File: config.mk
export PLATFORM = sky130hd
export DESIGN_NAME = cva6_pma_region_unit
export DESIGN_NICKNAME = d
export VERILOG_FILES = /design/src/rtl/cva6_pma_region_unit.sv
export SDC_FILE = /design/constraint.sdc
export NUM_CORES = 2
export LEC_CHECK = 0
export CORE_UTILIZATION = 59
export DETAILED_ROUTE_END_ITERATION = 10
export GPL_ROUTABILITY_DRIVEN = 0
export PLACE_DENSITY = 0.79
export SLEW_MARGIN = 30
export SYNTH_ARGS = -nofsm -noshare
export SYNTH_HDL_FRONTEND = slang
export SYNTH_SLANG_ARGS = --single-unit
File: constraint.sdc
create_clock -name clk_i -period 6.1 [get_ports clk_i]
set_input_delay 1.525 -clock clk_i [delete_from_list [all_inputs] [get_ports clk_i]]
set_output_delay 1.525 -clock clk_i [all_outputs]
set_load 0.05 [all_outputs]
File: src/rtl/cva6_pma_region_unit.sv
// Runtime-programmable PMA region table with a single-register lookup pipeline.
// The power-on contents come from parameters, so the reset map matches the static SoC map.
module cva6_pma_region_unit #(
  parameter int unsigned NrRegions = 8,
  parameter int unsigned AddrWidth = 64,
  parameter logic [NrRegions-1:0][AddrWidth-1:0] RstBase   = '0,
  parameter logic [NrRegions-1:0][AddrWidth-1:0] RstLength = '0,
  parameter logic [NrRegions-1:0][3:0]           RstAttr   = '0,
  parameter logic [2:0]                          DefaultAttr = 3'b000,
  localparam int unsigned IdxW = (NrRegions > 1) ? $clog2(NrRegions) : 1
) (
  input  logic                 clk_i,
  input  logic                 rst_ni,
  input  logic                 cfg_we_i,
  input  logic [IdxW-1:0]      cfg_idx_i,
  input  logic [1:0]           cfg_field_i,
  input  logic [AddrWidth-1:0] cfg_wdata_i,
  output logic                 cfg_err_o,
  input  logic                 req_valid_i,
  output logic                 req_ready_o,
  input  logic [AddrWidth-1:0] req_addr_i,
  output logic                 rsp_valid_o,
  input  logic                 rsp_ready_i,
  output logic                 rsp_hit_o,
  output logic [IdxW-1:0]      rsp_region_o,
  output logic [2:0]           rsp_attr_o
);

  typedef enum logic {
    EMPTY = 1'b0,
    FULL  = 1'b1
  } stageState_e;

  typedef enum logic [1:0] {
    FieldBase   = 2'd0,
    FieldLength = 2'd1,
    FieldAttr   = 2'd2,
    FieldRsvd   = 2'd3
  } cfgField_e;

  localparam int unsigned LockBit = 3;

  // Region table
  logic [NrRegions-1:0][AddrWidth-1:0] baseQ;
  logic [NrRegions-1:0][AddrWidth-1:0] lengthQ;
  logic [NrRegions-1:0][3:0]           attrQ;

  // Configuration decode
  logic idxValid;
  logic targetLocked;
  logic cfgReject;
  logic cfgAccept;
  logic cfgErrQ;

  // Lookup
  logic [NrRegions-1:0] regionMatch;
  logic                 lookupHit;
  logic [IdxW-1:0]      lookupIdx;
  logic [2:0]           lookupAttr;

  // Output stage
  stageState_e     stateQ, stateD;
  logic            reqAccept;
  logic            hitQ;
  logic [IdxW-1:0] regionQ;
  logic [2:0]      attrOutQ;

  // ---------------------------------------------------------------------------
  // Per-region window match. The end address is formed one bit wider so a
  // window ending exactly at 2^AddrWidth neither wraps nor loses its top entry.
  // ---------------------------------------------------------------------------
  for (genvar g = 0; g < NrRegions; g++) begin : gen_match
    logic [AddrWidth:0] windowEnd;
    assign windowEnd      = {1'b0, baseQ[g]} + {1'b0, lengthQ[g]};
    assign regionMatch[g] = (lengthQ[g] != '0)
                         && (req_addr_i >= baseQ[g])
                         && ({1'b0, req_addr_i} < windowEnd);
  end

  // Scanning from the top down lets the lowest matching index win.
  always_comb begin
    lookupHit  = 1'b0;
    lookupIdx  = '0;
    lookupAttr = DefaultAttr;
    for (int i = int'(NrRegions) - 1; i >= 0; i--) begin
      if (regionMatch[i]) begin
        lookupHit  = 1'b1;
        lookupIdx  = IdxW'(i);
        lookupAttr = attrQ[i][2:0];
      end
    end
  end

  // ---------------------------------------------------------------------------
  // Configuration write decode
  // ---------------------------------------------------------------------------
  always_comb begin
    idxValid     = 32'(cfg_idx_i) < NrRegions;
    targetLocked = 1'b0;
    for (int i = 0; i < int'(NrRegions); i++) begin
      if (cfg_idx_i == IdxW'(i)) begin
        targetLocked = attrQ[i][LockBit];
      end
    end
    cfgReject = (cfgField_e'(cfg_field_i) == FieldRsvd) || !idxValid || targetLocked;
    cfgAccept = cfg_we_i && !cfgReject;
  end

  // NOTE: the region table is a handful of flops, not a RAM macro, so it takes
  // an async reset to the parameterised power-on map like any other state.
  always_ff @(posedge clk_i or negedge rst_ni) begin
    if (!rst_ni) begin
      baseQ   <= RstBase;
      lengthQ <= RstLength;
      attrQ   <= RstAttr;
    end else if (cfgAccept) begin
      for (int i = 0; i < int'(NrRegions); i++) begin
        if (cfg_idx_i == IdxW'(i)) begin
          unique case (cfgField_e'(cfg_field_i))
            FieldBase:   baseQ[i]   <= cfg_wdata_i;
            FieldLength: lengthQ[i] <= cfg_wdata_i;
            FieldAttr:   attrQ[i]   <= cfg_wdata_i[3:0];
            default:     ;
          endcase
        end
      end
    end
  end

  // One pulse per rejected strobe; consecutive rejects give consecutive pulses.
  always_ff @(posedge clk_i or negedge rst_ni) begin
    if (!rst_ni) begin
      cfgErrQ <= 1'b0;
    end else begin
      cfgErrQ <= cfg_we_i && cfgReject;
    end
  end

  assign cfg_err_o = cfgErrQ;

  // ---------------------------------------------------------------------------
  // Single-entry output stage
  // ---------------------------------------------------------------------------
  assign req_ready_o = (stateQ == EMPTY) || rsp_ready_i;
  assign reqAccept   = req_valid_i && req_ready_o;

  always_comb begin
    stateD = stateQ;
    unique case (stateQ)
      EMPTY:   if (reqAccept) stateD = FULL;
      FULL:    if (rsp_ready_i && !reqAccept) stateD = EMPTY;
      default: stateD = EMPTY;
    endcase
  end

  // NOTE: state is updated with non-blocking assignments so every flop samples
  // the pre-edge values; the table write and a same-cycle lookup stay ordered.
  always_ff @(posedge clk_i or negedge rst_ni) begin
    if (!rst_ni) begin
      stateQ   <= EMPTY;
      hitQ     <= 1'b0;
      regionQ  <= '0;
      attrOutQ <= 3'b000;
    end else begin
      stateQ <= stateD;
      if (reqAccept) begin
        hitQ     <= lookupHit;
        regionQ  <= lookupIdx;
        attrOutQ <= lookupAttr;
      end
    end
  end

  assign rsp_valid_o  = (stateQ == FULL);
  assign rsp_hit_o    = hitQ;
  assign rsp_region_o = regionQ;
  assign rsp_attr_o   = attrOutQ;

endmodule

==> flow_summary_export.csv <==
group,metric,value,unit
synthesis,synth_compound_area_share,20.39,%
pwr,totalPowerFinal,45.04,mW
synthesis,yosysSeqAreaShare,29.48,%
cts,cts_tree,"yes",
synthesis,synthMuxAreaShare,7.508,%
detailed_routing,avgRoutedWirePerCell,25.39,um
pwr,p_leak,55.11,nW
detailed_routing,drtAntennaViolNets,0,
cts,cts_sinks,1065,
detailed_routing,firstDrtPassIters,9,
worst_hold_path,min_from,"attrQ[19]",
cts,ctsRootBufferMaster,"clkbuf_16",
setup_path,worst-setup-path-type,"reg -> reg",
synthesis,synth_edf_count,0,
synthesis,synthTopCellsByArea,"dfrtp_1, ha_1, mux2_2, o21ai_0, a21o_1",
synthesis,synth_async_sr_flop_share,100.0,%
floorplanning,initial_core_util,59.44,%
synthesis,synth_cell_types,95,
sta,rsz0062_at_grt,"yes",
synthesis,synth_ff_type,"dfrtp_1",
setup_path,cp.required,6830,ps
floorplanning,core.rowCount,143,
floorplanning,fp.dieW,393.4,um
setup_path,r2r_cells,31,
sta,post-route-min-period,6567,ps
setup_path,cp.arrival,7290,ps
synthesis,synth_top_family_by_area,"adder cells",
setup_path,worst_path_max_delay_cell,"o211ai_1",
cts,cts.reportedPaths.clkPinSlew,60,ps
synthesis,syn_nets,11600,
pwr,p_per_area,411.9,mW/mm^2
setup_path,r2r-start,"baseQ[451]",
placement,dp_hpwl,255.0,mm
sta,whs,452.5,ps
setup_path,crit_fanout,6,
cts,cts_htree_levels,4,
sta,worstMarginPinSlew,1206,ps
finish,num-fill-cells,10700,
cts,hold_buffers,0,
floorplanning,die_area,0.1548,mm^2
run_status,violations,"setup timing",
detailed_routing,dr_total_vias,88440,
detailed_routing,viasPerCell,6.645,
sta,worst_slack,-466.8,ps
grt,antenna_found_initial,12,
floorplanning,core,0.1521,mm^2
finish,area_delta_synth_final,20.95,%
setup_path,end_kind,"flop",
worst_hold_path,worstHoldPathType,"reg -> reg",
synthesis,post-synth-top-count-cell,"ha_1",
detailed_routing,drtIter0Drc,10260,
synthesis,synth_xor_area_share,4.602,%
sta,hold_viol,0,
cts,clk_latency,830,ps
synthesis,synth-simple-area-share,12.63,%
setup_path,critPathMaxStageDelay,490,ps
synthesis,avgSynthCellArea,9.110,um^2
grt,grt_pass1_wl,511.7,mm
cts,cts_buffer_depth,3,
finish,layout-drive-gt1-share,20.99,%
sta,drv_slew,0,
job,drv_cap,0,
floorplanning,num_io_pins,148,
floorplanning,die_h,393.4,um
detailed_routing,drc,0,
synthesis,ys_ff_latch,1065,
finish,regArea,0.02665,mm^2
sta,setup_viol,7,
sta,slew_headroom,19.34,%
synthesis,synth-adder-area-share,21.32,%
grt,first_global_vias,87740,
synthesis,ys_warn_count,0,
placement,numPortBuffers,147,
sta,fmax,152.3,MHz
sta,fin_worst_skew,35.10,ps
finish,fin_nets,12840,
synthesis,synth_top_area_share,29.48,%
cts,numCtsBuffers,132,
setup_path,crit_start,"baseQ[451]",
run_status,status,"finished with violations",
worst_hold_path,hold_depth,1,
detailed_routing,finalWirelength,337.9,mm
finish,multi_input_comb_area,0.06142,mm^2
setup_path,cp-start-kind,"flop",
synthesis,synth_commonest_cells,"ha_1, dfrtp_1, o21ai_0",
pwr,ir_drop,0.0003820,V
grt,overflow,0,
sta,fin_crit_sh,107.7,%
synthesis,synthCells,9924,
synthesis,synth_area,0.09040,mm^2
grt,grt_max_degree,154,
synthesis,yosys.area.top_type,"dfrtp_1",
grt,grtUsageTotal,42.57,%
## worst paths after layout
path	to	slack (ps)
max in group asynchronous	baseQ[303]	3930
min reg2reg	attrQ[19]	450
min	attrQ[19]	450
max reg2reg	rsp_attr_o[0]	-470
min in group asynchronous	lengthQ[403]	630
max	rsp_attr_o[0]	-470
## state kept, by name, summed over array words and instances (netlist names)
name / flops
attrQ: 32
lengthQ: 512
rsp_region_o: 3
baseQ: 512
cfg_err_o: 1
rsp_hit_o: 1
rsp_attr_o: 3
rsp_valid_o: 1
## critical path, delay by kind of cell, from the launching register on
| family | cells | cell delay [ps] |
|---|---|---|
| AOI/OAI and AO/OA | 19 | 3480 |
| DFF | 1 | 380 |
| adders and majority gates | 2 | 610 |
| buffers and inverters | 4 | 690 |
| and+or+nand+nor | 5 | 1160 |
| xor gates and xnor gates | 1 | 140 |
## through the flow
step	worst slack [ps]	cells	cell area (um^2)	utilization, %	TNS [ps]
final	-466.8	13310	109300	71.90	-2472
after global routing	-599.9	13300	109300	71.89	-3565
after CTS	-233.5	13290	108900	71.57	-1067
after detailed placement	-1413	13020	103300	67.94	-8467
after global placement	-1186	13020	103300	67.95	-7178
after floorplan	44.94	9924	90400	-	0
## what timing repair did
action,CTS,global route
setup buffers,24,17
pin swaps,121,73
gates resized for setup,178,71
endpoints found under the setup margin,7,7
## cell families (layout without fill, tap and decap cells)
group / count (synthesis) / in the layout
AOI/OAI and AO/OA: 2931 / 2931
xor gates and xnor gates: 475 / 475
adders and majority gates: 1536 / 1536
buffers and inverters: 976 / 2323
DFF: 1065 / 1065
muxes: 603 / 603
other: 0 / 8
and+or+nand+nor: 2338 / 2338
## cell type report
cell class | count | area share [%]
inverter | 665 | 2.285
timing repair buffer | 1417 | 10.67
antenna | 8 | 0.01831
tap | 2030 | 2.323
multi-input combinational | 7883 | 56.17
clock buffer | 187 | 3.593
clock inverter | 54 | 0.5698
sequential | 1065 | 24.37
## routing by layer
metal  up-vias  global-route usage [%]  share of wire [%]
li1      39100                       -                  -
met1     42170                   51.79                 36
met2      5369                   62.08                 41
met3      1800                   12.51                 12
met4         4                   35.53                 10
met5         -                       0             0.0053
## power breakdown
group          switching, mW  internal (mW)
clock                   3.44           4.93
combinational           14.8           12.1
sequential              1.23           8.49
total                   19.5           25.5
## cells in the final DEF (no fill, tap or decap), drive strengths merged, types with 20 or more instances in the layout
cell type      netlist  final
ha                1528   1528
buf                 13   1284
dfrtp             1065   1065
o21ai              886    886
nand2              823    823
a21oi              731    731
inv                665    670
mux2               601    601
a21o               565    565
nor2               377    377
nand4              268    268
xnor2              248    248
xor2               227    227
clkbuf             298    187
nor4               175    175
nand3              164    164
clkdlybuf4s50        0    133
nand2b             113    113
nor3               113    113
nor2b              101    101
a211oi              95     95
o21bai              85     85
o21a                85     85
a31oi               66     66
o211ai              62     62
and3                49     49
a2111oi             37     37
a221oi              34     34
clkinv               0     34
or3                 30     30
or2                 29     29
and2                28     28
a211o               28     28
o31ai               26     26
and4                25     25
a41oi               24     24
a21boi              21     21
or4                 20     20
No activity file was read; power rests on OpenSTA's default activity.
